`src/rtl/serial_subtractor.sv`:
```
// Bit-serial N-bit unsigned subtractor: D = (A - B) mod 2^N and borrow-out, LSB first, one bit per clock.
// Optional macro SERIAL_SUB_OVF_EN adds the registered signed-overflow output V.
module serial_subtractor #(
    parameter int N = 4
) (
    input  logic         clk,
    input  logic         rst,
    input  logic         in_valid,
    output logic         in_ready,
    input  logic [N-1:0] A,
    input  logic [N-1:0] B,
    output logic         out_valid,
    input  logic         out_ready,
    output logic [N-1:0] D,
    output logic         BO
`ifdef SERIAL_SUB_OVF_EN
    ,
    output logic         V
`endif
);

    localparam int CW = $clog2(N);

    typedef enum logic [1:0] {
        IDLE = 2'd0,
        RUN  = 2'd1,
        DONE = 2'd2
    } state_t;

    state_t state, state_nxt;

    logic [N-1:0]  a_sh;
    logic [N-1:0]  b_sh;
    logic [N-1:0]  res_sh;
    logic [N-1:0]  res_nxt;
    logic          borrow;
    logic [CW-1:0] cnt;

    logic a_i, b_i, d_i, bout;
    logic accept, last;

    // Full-subtractor cell: returns {borrow_out, difference}.
    function automatic logic [1:0] fsub(input logic a, input logic b, input logic bin);
        logic d, bo;
        d  = a ^ b ^ bin;
        bo = (~a & b) | (~(a ^ b) & bin);
        return {bo, d};
    endfunction

    assign a_i            = a_sh[0];
    assign b_i            = b_sh[0];
    assign {bout, d_i}    = fsub(a_i, b_i, borrow);
    assign res_nxt        = {d_i, res_sh[N-1:1]};
    assign last           = (cnt == CW'(N - 1));
    assign accept         = in_valid && in_ready;

    always_ff @(posedge clk or posedge rst) begin
        if (rst) begin
            state <= IDLE;
        end else begin
            state <= state_nxt;
        end
    end

    always_comb begin
        state_nxt = state;
        in_ready  = 1'b0;
        out_valid = 1'b0;
        case (state)
            IDLE: begin
                in_ready = 1'b1;
                if (in_valid) begin
                    state_nxt = RUN;
                end
            end
            RUN: begin
                if (last) begin
                    state_nxt = DONE;
                end
            end
            DONE: begin
                out_valid = 1'b1;
                if (out_ready) begin
                    state_nxt = IDLE;
                end
            end
            default: state_nxt = IDLE;
        endcase
    end

    // Operand capture, serial bit processing, and result registers loaded on the final bit.
    always_ff @(posedge clk or posedge rst) begin
        if (rst) begin
            a_sh   <= '0;
            b_sh   <= '0;
            res_sh <= '0;
            borrow <= 1'b0;
            cnt    <= '0;
            D      <= '0;
            BO     <= 1'b0;
`ifdef SERIAL_SUB_OVF_EN
            V      <= 1'b0;
`endif
        end else if (accept) begin
            a_sh   <= A;
            b_sh   <= B;
            res_sh <= '0;
            borrow <= 1'b0;
            cnt    <= '0;
        end else if (state == RUN) begin
            a_sh   <= a_sh >> 1;
            b_sh   <= b_sh >> 1;
            res_sh <= res_nxt;
            borrow <= bout;
            cnt    <= cnt + CW'(1);
            if (last) begin
                D  <= res_nxt;
                BO <= bout;
`ifdef SERIAL_SUB_OVF_EN
                // On the final bit a_i/b_i are the operand sign bits and d_i is the result sign.
                V  <= (a_i != b_i) && (d_i != a_i);
`endif
            end
        end
    end

endmodule

```
`config.mk`:
```
export PLATFORM = sky130hd
export DESIGN_NAME = serial_subtractor
export DESIGN_NICKNAME = d
export VERILOG_FILES = /design/src/rtl/serial_subtractor.sv
export SDC_FILE = /design/constraint.sdc
export NUM_CORES = 1
export LEC_CHECK = 0
export ABC_AREA = 1
export CAP_MARGIN = 10
export CELL_PAD_IN_SITES_DETAIL_PLACEMENT = 0
export CELL_PAD_IN_SITES_GLOBAL_PLACEMENT = 1
export CORE_MARGIN = 2
export CORE_UTILIZATION = 39
export CTS_CLUSTER_SIZE = 20
export DETAILED_ROUTE_END_ITERATION = 10
export PLACE_DENSITY_LB_ADDON = 0.1
export SYNTH_ARGS = -nofsm -noshare
export SYNTH_HDL_FRONTEND = slang
export SYNTH_SLANG_ARGS = --single-unit
```
`constraint.sdc`:
```
create_clock -name clk -period 2.12 [get_ports clk]
set_input_delay 0.424 -clock clk [delete_from_list [all_inputs] [get_ports clk]]
set_output_delay 0.424 -clock clk [all_outputs]
set_load 0.01 [all_outputs]
```
* Yosys cells after proc, flatten, opt, wreduce, memory -nomap -nowiden
Cells that the tools add are included.
Cells by class: equality and inequality tests 6, reductions and logical operators 5, mux-type cells 16, bitwise logic cells 8, add/subtract/negate cells 1
Operators by type and width (count):
- 4-bit 2-to-1 mux | 6
- 2-bit 2-to-1 mux | 5
- 2-bit inequality test, second input constant | 3
- 2-bit one-hot mux with 3 select lines | 1
- 3-bit AND reduction | 2
- 2-bit == test, second input constant | 2
- 1-bit 2-to-1 mux | 4
- 1-bit inverter | 3
- 2-bit by 1-bit adder with 2-bit output, second input constant | 1
- 1-bit AND | 2
- 2-bit by 1-bit == test with 1-bit output, second input constant | 1
- 2-bit logical NOT | 1
- 2-bit nonzero test | 1
- 1-bit bitwise XOR | 2
- 1-bit logical AND | 1
- 1-bit bitwise OR | 1
Word-level totals: bits in registers 22, input port bits 12, output and inout port bits 7, logic and storage cells 44

* Logic depth before layout (Yosys ltp)
Gate-level depths: netlist of run 1.
depth in word-level cells 6, gate-level depth with buffers 5, mapped depth without buffers 5

* Worst setup path after synthesis of run 1
Ideal clock, no wire load.
path type flip-flop to output port, start register state[0], end output port in_ready, stages on the path, launching flop included 2, slack 0.984 ns, data arrival time 0.712 ns, data required time 1.696 ns, buffers on the path 0, path through dfrtp_1 > nor2_2
Between the ends: cells in the longest elaborated chain, start to end 2
Ends and longest elaborated chain:
- from (decl) | line 30 | state_t state, state_nxt;
- from (signal assigned) | line 61 | state <= state_nxt;
- 2-bit logical NOT | line 69 | case (state)
- 1-bit 2-to-1 mux | line 69
- to (decl) | line 9 | output logic in_ready,
No other way between the ends.

* Worst setup path in the final report of run 1
Same ends and word-level chain as after synthesis.

==> results of run 1 <==
stage by stage:
| stage | worst slack [ns] | total power (W) | util |
|---|---|---|---|
| 6_report | 0.1968 | 0.001512 | 0.5238 |
| 5_1_grt | 0.1124 | 0.001647 | 0.5238 |
| 4_1_cts | 0.1745 | 0.001534 | 0.5238 |
| 3_5_place_dp | 0.5173 | 0.001332 | 0.5113 |
| 3_3_place_gp | 0.5171 | 0.001323 | 0.5113 |
| 2_1_floorplan | 0.9842 | 0.001081 | - |
routing by layer:
layer | up-vias | wire [um] | global-route usage
li1 | 376 | - | -
met1 | 338 | 893 | 0.2214
met2 | 16 | 831 | 0.2447
met3 | 2 | 85 | 0.02571
met4 | 0 | 17 | 0.07692
met5 | - | 0 | 0
cell families after synthesis:
family | share of synthesized area
fa+ha+maj | 0.03581
simple gates | 0.2975
buf+inv | 0.05372
compound gates | 0.03444
flops | 0.5785
worst reg2reg max path: cells and delay by family, from the launching register on:
| family | cells | cell delay [ns] |
|---|---|---|
| simple gates | 1 | 0.09 |
| compound gates | 2 | 0.59 |
| flops | 1 | 0.49 |
where the power goes:
group	switching (W)	internal [W]	leakage (nW)
Clock	0.000131	0.0000704	0.0177
Combinational	0.000353	0.000286	0.295
Sequential	0.000108	0.000563	0.271
Total	0.000592	0.000920	0.584
flip-flops by register name, summed over array words and instances (netlist names):
register	count
state	2
D	4
a_sh	4
b_sh	4
BO	1
cnt	2
borrow	1
res_sh	3
layout make-up:
| type | instances | area, um2 | area share |
|---|---|---|---|
| clock buffers | 3 | 22.52 | 0.01944 |
| flip-flops and latches | 21 | 525.5 | 0.4536 |
| inverters | 7 | 26.28 | 0.02268 |
| repair buffers | 22 | 210.2 | 0.1814 |
| well taps | 28 | 35.03 | 0.03024 |
| clock inverters | 1 | 5.005 | 0.004320 |
| multi-input cells | 73 | 334.1 | 0.2883 |
how the worst max path moves through the flow:
stage                           to  slack (ns)  cells after the start
after floorplan           in_ready        0.98                      1
after global placement      cnt[0]        0.52                      4
after detailed placement   b_sh[2]        0.52                      4
after CTS                 in_ready        0.17                      2
after global routing      in_ready        0.11                      2
final                     in_ready        0.20                      2
cell usage in the layout (no fill, tap or decap):
cell type	instances
ha_1	1
clkdlybuf4s50_1	18
nor2_2	2
nand3_1	14
clkbuf_4	3
nand2_1	48
o21ai_2	1
o31ai_1	1
clkinv_2	1
inv_1	7
fa_1	1
buf_4	4
dfrtp_1	21
o21ai_0	3
nor2_1	2
==> summary.md, run 1 <==
| Metric | Value |
|---|---|
| Final period util | `0.9072` |
| Fill cell count | `237` |
| DR iter-0 viols | `13` |
| Hold Crit Class | `in2async` |
| First-pass GRT wire length | `3.105 mm` |
| Number of detailed-route iterations in the first pass | `4` |
| Hold slack | `0.4341 ns` |
| Reg2Reg Depth | `3` |
| Cell with the most instances after synthesis | `nand2_1` |
| CTS sink count | `21` |
| Async SR Flop Fraction | `1.000` |
| # diodes | `0` |
| Dpl cells | `151` |
| RePlAce Congestion | `0.7082` |
| TritonCTS Buffers | `3` |
| Mapped Area | `908.4 um2` |
| CP Max Fanout | `6` |
| Synth top area cells | `dfrtp_1, nand2_1, nand3_1, inv_1, buf_4` |
| Reg2reg start | `state[0]` |
| Synth Register Bits | `21` |
| CP bufs+invs | `1` |
| Instance count of the mapped netlist | `104` |
| Max IR drop VDD | `0.6612 mV` |
| CTS root buf | `clkbuf_4` |
| Per-cell routed wire length | `11.79 um` |
| CTS H-tree lvls | `1` |
| Cell variety after synth | `12` |
| DP Area | `1131 um2` |
| Fin crit period | `1.923 ns` |
| Critical path type | `reg2out` |
| Vias | `732` |
| Row Count | `17` |
| Register area share after synthesis | `0.5785` |
| Max-slew violation count | `0` |
| Headroom to the max-slew limit | `0.6369` |
| Run status | `completed` |
| Clock Skew | `0.002910 ns` |
| Area of the core | `2212 um2` |
| Worst skew pair latency | `0.31 ns` |
| Crit path arrival time | `1.50 ns` |
| Layout area overhead | `27.55%` |
| Die H | `52.26 um` |
| Routed WL | `1.828 mm` |
| Clock transition at the registers of the reported paths | `0.13 ns` |
| Post-synth EDFFs | `0` |
| Critical path required time | `1.70 ns` |
| Design area | `1159 um2` |
| Reg2Reg Setup Slack | `0.88 ns` |
| Initial antenna violation count | `0` |
| Slowest stage cell, crit path | `clkdlybuf4s50_1` |
| GRT Overall Usage | `0.1602` |
| Reg-to-Reg End | `cnt[0]` |
| Syn nets | `118` |
| CTS tree | `built` |
| Layout net count | `142` |
| Number of global-route vias before repair | `692` |
| Post-CTS sizing | `0` |
| Crit start category | `register` |
| Hold buffer count at CTS | `0` |
| Largest net degree at the start of global routing | `22` |
| Most used DFF post-synth | `dfrtp_1` |
| Remaining DRCs | `0` |
| DPL Wire Length | `1.272 mm` |
| Crit-path cells | `nor2_2 > clkdlybuf4s50_1` |
| Congestion Overflow GR | `0` |
| Max Cap Viol | `0` |
| Crit. End Element | `output pin` |
| Routed Antenna Nets | `0` |
| Setup crit start | `state[0]` |
| Share of cells above drive strength 1 | `0.08661` |
| FMAX | `0.5200 GHz` |
| Final Hold Viols | `0` |
| Die X | `52.26 um` |
| IO Port Bufs | `18` |
| Initial Utilization | `0.4106` |
| CP delay by family, top | `buffers and inverters` |
| Syn. warnings | `0` |
| Post-synthesis area per instance | `8.734 um2` |
| Clock tree buffer depth | `2` |
| IO Pins | `19` |
| Share of the synthesized area in the top cell type | `0.5785` |
| P per Cell Area | `1305 nW/um2` |
| Worst-Margin Slew | `0.5445 ns` |
| Synth area leader | `dfrtp_1` |
| Die area | `2731 um2` |
| Static Leak | `0.5836 nW` |
| Non-filler cells, final | `155` |
| Synth cell count leaders | `nand2_1, dfrtp_1, nand3_1` |
| TNS Setup | `0 ns` |
| Drt via density | `4.723` |
| Final count of negative-setup-slack endpoints | `0` |
| CP peak stage delay | `0.55 ns` |
| Setup bufs post-CTS | `0` |
| RSZ-0062 raised after global routing | `no` |
Power figures use the tool's default switching activity.
==> run 2: changes to the inputs <==
Settings changed: GPL_TIMING_DRIVEN set to 1.
==> results of run 2 <==
Same layout as run 1: the final DEF is identical, and so are final timing and power.
==> run 3: changes to the inputs <==
Settings changed: SLEW_MARGIN set to 0.
==> results of run 3 <==
Same layout as run 1: the final DEF is identical, and so are final timing and power.
==> RTL edit 1 (flow settings as in run 1) <==
The option `SERIAL_SUB_OVF_EN` is turned on by a define.
--- a/src/rtl/serial_subtractor.sv
+++ b/src/rtl/serial_subtractor.sv
@@ -1,5 +1,7 @@
 // Bit-serial N-bit unsigned subtractor: D = (A - B) mod 2^N and borrow-out, LSB first, one bit per clock.
 // Optional macro SERIAL_SUB_OVF_EN adds the registered signed-overflow output V.
+`define SERIAL_SUB_OVF_EN
+
 module serial_subtractor #(
     parameter int N = 4
 ) (
Check against the original RTL (old outputs only; new: V): equivalent (Yosys induction, for registers that start in step).
==> RTL edit 1 against run 1 <==
Setup slack lost 0.0073 ns; design area grew 9.9%; wire length shrank 3.4%; critical path type unchanged; maximum frequency shrank 0.38%; highest routed layer unchanged; total power grew 16%; clock skew grew 0.0056 ns; sequential cell count grew 1; area after synthesis grew 8.7%; synthesized cell count grew 3.8%; via count grew 1.2%; largest power group is now combinational cells.
==> RTL edit 1: results (changes against run 1) <==
metric	value	unit	change
status	completed		
H-tree depth	1		unchanged
r2r worst-path depth	5		+2
Arr. time, crit path	1.51	ns	
commonest cells in the netlist	nand2_1 (36), dfrtp_1 (22), nand3_1 (15), inv_1 (9), o21ai_0 (6)		
number of CTS-inserted buffers	3		unchanged
number of buffers added on ports	19		+1
DR DRC count	0		unchanged
first-pass GRT wire length	3.02	mm	-2.9%
GRT Overall Usage	0.148		-0.0125
YS warnings	0		unchanged
antenna violations before repair	0		unchanged
Critical Path Sink	out_valid		
syn_nets	123		+4.2%
Max Root-Sink Buffers	2		unchanged
post-CTS setup buffer count	0		unchanged
vias in the first global route	688		-0.58%
Unique masters post-synth	17		+5
final HPWL from detailed placement	1.33	mm	+4.8%
layout filler cell count	249		+5.1%
Pre-Repair DR Iteration Count	4		unchanged
# resized after CTS	0		unchanged
top cells by area, synth	dfrtp_1 (56%), nand2_1 (14%), nand3_1 (7.6%)		
largest net degree at the start of global routing	23		+4.5%
sequential fraction of the synthesis area	0.558		-0.0208
Nets	148		+4.2%
reg2reg setup slack	0.76	ns	-0.12 ns
clock skew	0.00856	ns	+0.00565 ns
most common flop cell mapped by yosys	dfrtp_1		
crit path from	state[1]		
CTS clk-pin slew, worst paths	0.13	ns	about the same
WL/cell	10.9	µm	-7.6%
Critical R2R Capture	V		
DR vias	741		+1.2%
Largest regs	D x4, a_sh x4, b_sh x4		
GP Congestion	0.778		+9.9%
top-area cell type share of the netlist area	0.558		-0.0208
Worst Hold Class	primary input to async pin		
DR iter-0 viols	18		+5
CTS root buf	clkbuf_4		
antenna cells	0		unchanged
worst slew pin tran	0.289	ns	-0.256 ns
layout cell share with drive strength beyond 1	0.129		+0.0422
later-pin clock latency in the skew report	0.31	ns	about the same
Leakage	0.000608	µW	+4.3%
ys async rst share	1.00		unchanged
worst vdd ir	683	µV	+3.3%
CP Max Fanout	4		-2
Reg2Reg Launch Point	a_sh[0]		
==> RTL edit 1: cell count changes after synthesis, sizes merged <==
cell          run 1  this run
nand2            48        37
nor2              4         6
dfrtp            21        22
ha                1         2
nand3            14        15
inv               7        10
o21ai             4        11
==> RTL edit 1: cells by family (layout without fill, tap and decap cells) <==
group / Yosys count / count (layout) / share of synthesized area
AO/OA/AOI/OAI: 12 / 12 / 0.0824
adder cells (fa/ha/maj): 3 / 3 / 0.0456
buffers and inverters: 13 / 37 / 0.0621
flip-flops: 22 / 22 / 0.558
AND/OR/NAND/NOR: 58 / 58 / 0.252
==> RTL edit 1: metal layers <==
layer	part of all wire	GRT usage	up-vias
met5	0	0	-
met4	0.0057	0.0750	0
met3	0.039	0.0246	2
met2	0.48	0.245	14
met1	0.48	0.184	335
li1	-	-	390
==> RTL edit 1: layout make-up <==
| type | instances | share of cell area |
|---|---|---|
| Clock buffer | 3 | 0.0177 |
| Timing Repair Buffer | 23 | 0.173 |
| Inverter | 10 | 0.0295 |
| Tap cell | 30 | 0.0295 |
| Sequential cell | 22 | 0.432 |
| Multi-Input combinational cell | 73 | 0.295 |
| Clock inverter | 1 | 0.0236 |
==> RTL edit 1: stage by stage <==
| step | std cells | worst slack, ns | total power (µW) | instance area (µm²) | utilization |
|---|---|---|---|---|---|
| after floorplan | 108 | 0.831 | 1190 | 987 | - |
| after global placement | 158 | 0.529 | 1450 | 1220 | 0.502 |
| after detailed placement | 158 | 0.542 | 1460 | 1220 | 0.502 |
| after CTS | 162 | 0.171 | 1790 | 1270 | 0.524 |
| after global routing | 162 | 0.0727 | 1930 | 1270 | 0.524 |
| final | 162 | 0.190 | 1760 | 1270 | 0.524 |
==> RTL edit 1: worst max-delay path: stages, from the launching register on <==
cell and delay (ns):
dfrtp_1 0.44, inv_1 0.12, nor2_1 0.10, clkdlybuf4s50_1 0.54
==> RTL edit 1: worst min path at each step <==
stage                     startpoint      end  slack (ns)  cells after the start
after detailed placement     a_sh[3]  a_sh[3]        0.46                      2
after global placement       a_sh[3]  a_sh[3]        0.46                      2
after global routing             rst     D[3]        0.47                      3
after CTS                        rst     D[3]        0.44                      3
after floorplan                  rst       BO        0.41                      1
final                            rst     D[0]        0.43                      3
==> RTL edit 1: power by group <==
part           switching (µW)  internal (µW)
Sequential                114            586
Clock                     129            191
Combinational             411            327
==> RTL edit 2 (flow settings as in run 1) <==
Made on the original files. Reset style: synchronous (`rst`), changed in 2 clocked blocks.
--- a/src/rtl/serial_subtractor.sv
+++ b/src/rtl/serial_subtractor.sv
@@ -54,7 +54,7 @@
     assign last           = (cnt == CW'(N - 1));
     assign accept         = in_valid && in_ready;
 
-    always_ff @(posedge clk or posedge rst) begin
+    always_ff @(posedge clk) begin
         if (rst) begin
             state <= IDLE;
         end else begin
@@ -89,7 +89,7 @@
     end
 
     // Operand capture, serial bit processing, and result registers loaded on the final bit.
-    always_ff @(posedge clk or posedge rst) begin
+    always_ff @(posedge clk) begin
         if (rst) begin
             a_sh   <= '0;
             b_sh   <= '0;
Function: differs if rst is asserted again (counterexample within 4 cycles, from zero or initial values and one cycle with rst high); with rst held inactive, the same outputs for 10 cycles.
==> RTL edit 2 against run 1 <==
Area after synthesis increased by 5.5%; wire length increased by 5.4%; sequential cell count unchanged; critical path depth increased by 1; hold slack improved by 0.038 ns; maximum frequency decreased by 5.8%; non-clock buffer count decreased by 3; sequential share of layout area decreased by 9.7 points; die area increased by 5.1%; largest cell class is now multi-input gates; setup slack got worse by 0.12 ns; design area increased by 1.7%.
Power is not compared: it rests on default switching activity, and its combinational part moved more than twofold at a synthesized area within 25%.
==> RTL edit 2: results (changes against run 1) <==
metric	value	unit	change
status	completed		
DR iter-0 viols	7		-6
clock skew	0.00720	ns	+0.00429 ns
ys async rst share	0		-1.00
crit-path leading delay family	buffers and inverters		
vias in the first global route	701		+1.3%
worst vdd ir	567	µV	
first-pass GRT wire length	3.17	mm	+2.2%
top cells by area, synth	dfxtp_1 (44%), nand2_1 (16%), a21oi_1 (7.8%)		
Arr. time, crit path	1.62	ns	+0.12 ns
layout cell share with drive strength beyond 1	0.0878		+0.00122
crit path from	state[1]		
Reg2Reg Launch Point	state[0]		
number of CTS-inserted buffers	3		unchanged
largest net degree at the start of global routing	12		-45%
commonest cells in the netlist	nand2_1 (42), dfxtp_1 (21), a21oi_1 (15), inv_1 (12), nand3_1 (11)		
placed cells	172		+14%
syn_nets	142		+20%
Worst Hold Class	flip-flop to flip-flop		
post-CTS setup buffer count	0		unchanged
Nets	163		+15%
Via-to-Cell Ratio	4.55		-3.6%
sequential fraction of the synthesis area	0.439		-0.140
CTS clk-pin slew, worst paths	0.11	ns	-0.02 ns
DR vias	801		+9.4%
GP Congestion	0.768		+8.4%
synthesized instance count	128		+23%
Unique masters post-synth	19		+7
final HPWL from detailed placement	1.53	mm	+20%
later-pin clock latency in the skew report	0.31	ns	about the same
# resized after CTS	0		unchanged
CP Max Fanout	7		+1
xor-xnor portion of the synthesized cell area	0.00914		+0.00914
GRT Overall Usage	0.157		-0.00317
DP Worst Slack	0.415	ns	-0.102 ns
Compound-Gate Fraction of Synth Area	0.111		+0.0765
DP Area	1150	µm²	+1.9%
Adder-Cell Fraction of Synth Area	0.0339		-0.00187
Rel. slew slack	0.689		+0.0516
WL final	1.93	mm	+5.4%
-- RTL edit 2: cell types whose count changed after synthesis, moves of 3 or more --
cell / change
nor2_1: +7
dfxtp_1: +21
nor2_4: +3
buf_4: -3
a21oi_1: +15
dfrtp_1: -21
nand3_1: -3
inv_1: +5
nand2_1: -6
-- RTL edit 2: cells by family (layout without fill, tap and decap cells) --
group           after synthesis  after routing
xor+xnor                      1              1
simple gates                 67             67
buf+inv                      18             38
flops                        21             21
fa+ha+maj                     2              2
compound gates               19             19
-- RTL edit 2: worst paths after layout --
kind,to,slack [ns],depth (start not counted)
min,D[3],0.47,2
max reg2reg,D[0],0.78,5
max,out_valid,0.08,3
min reg2reg,D[3],0.47,2
-- RTL edit 2: through the flow --
step / total power, µW / hold slack, ns
6_report: 723 / 0.472
3_3_place_gp: 540 / 0.451
3_5_place_dp: 541 / 0.458
2_1_floorplan: 503 / 0.438
5_1_grt: 767 / 0.491
4_1_cts: 732 / 0.476
-- RTL edit 2: where the power goes --
part | switching, µW | internal (µW) | total [µW]
logic | 56.2 | 48.7 | 105
registers | 15.3 | 410 | 426
clock network | 119 | 73.5 | 192
total | 190 | 533 | 723
-- RTL edit 2: per-layer routing --
metal | up-vias | share of wire | GRT usage
met3 | 4 | 0.050 | 0.0583
met1 | 339 | 0.49 | 0.200
met2 | 16 | 0.44 | 0.251
li1 | 442 | - | -
met4 | 0 | 0.013 | 0.0385
met5 | - | 0 | 0
-- RTL edit 2: final cells by class --
type	count	area, µm²
fill	232	1100
tap	28	35.0
multi-input combinational	89	450
clock buffer	4	26.3
timing repair buffer	19	188
sequential	21	420
inverter	15	58.8
-- RTL edit 2: worst reg2reg max path: stages (launching register included) --
cell,delay [ns]
dfxtp_1,0.63
inv_2,0.09
nor2_4,0.19
nand2_1,0.17
nor2_1,0.13
nor2_1,0.05
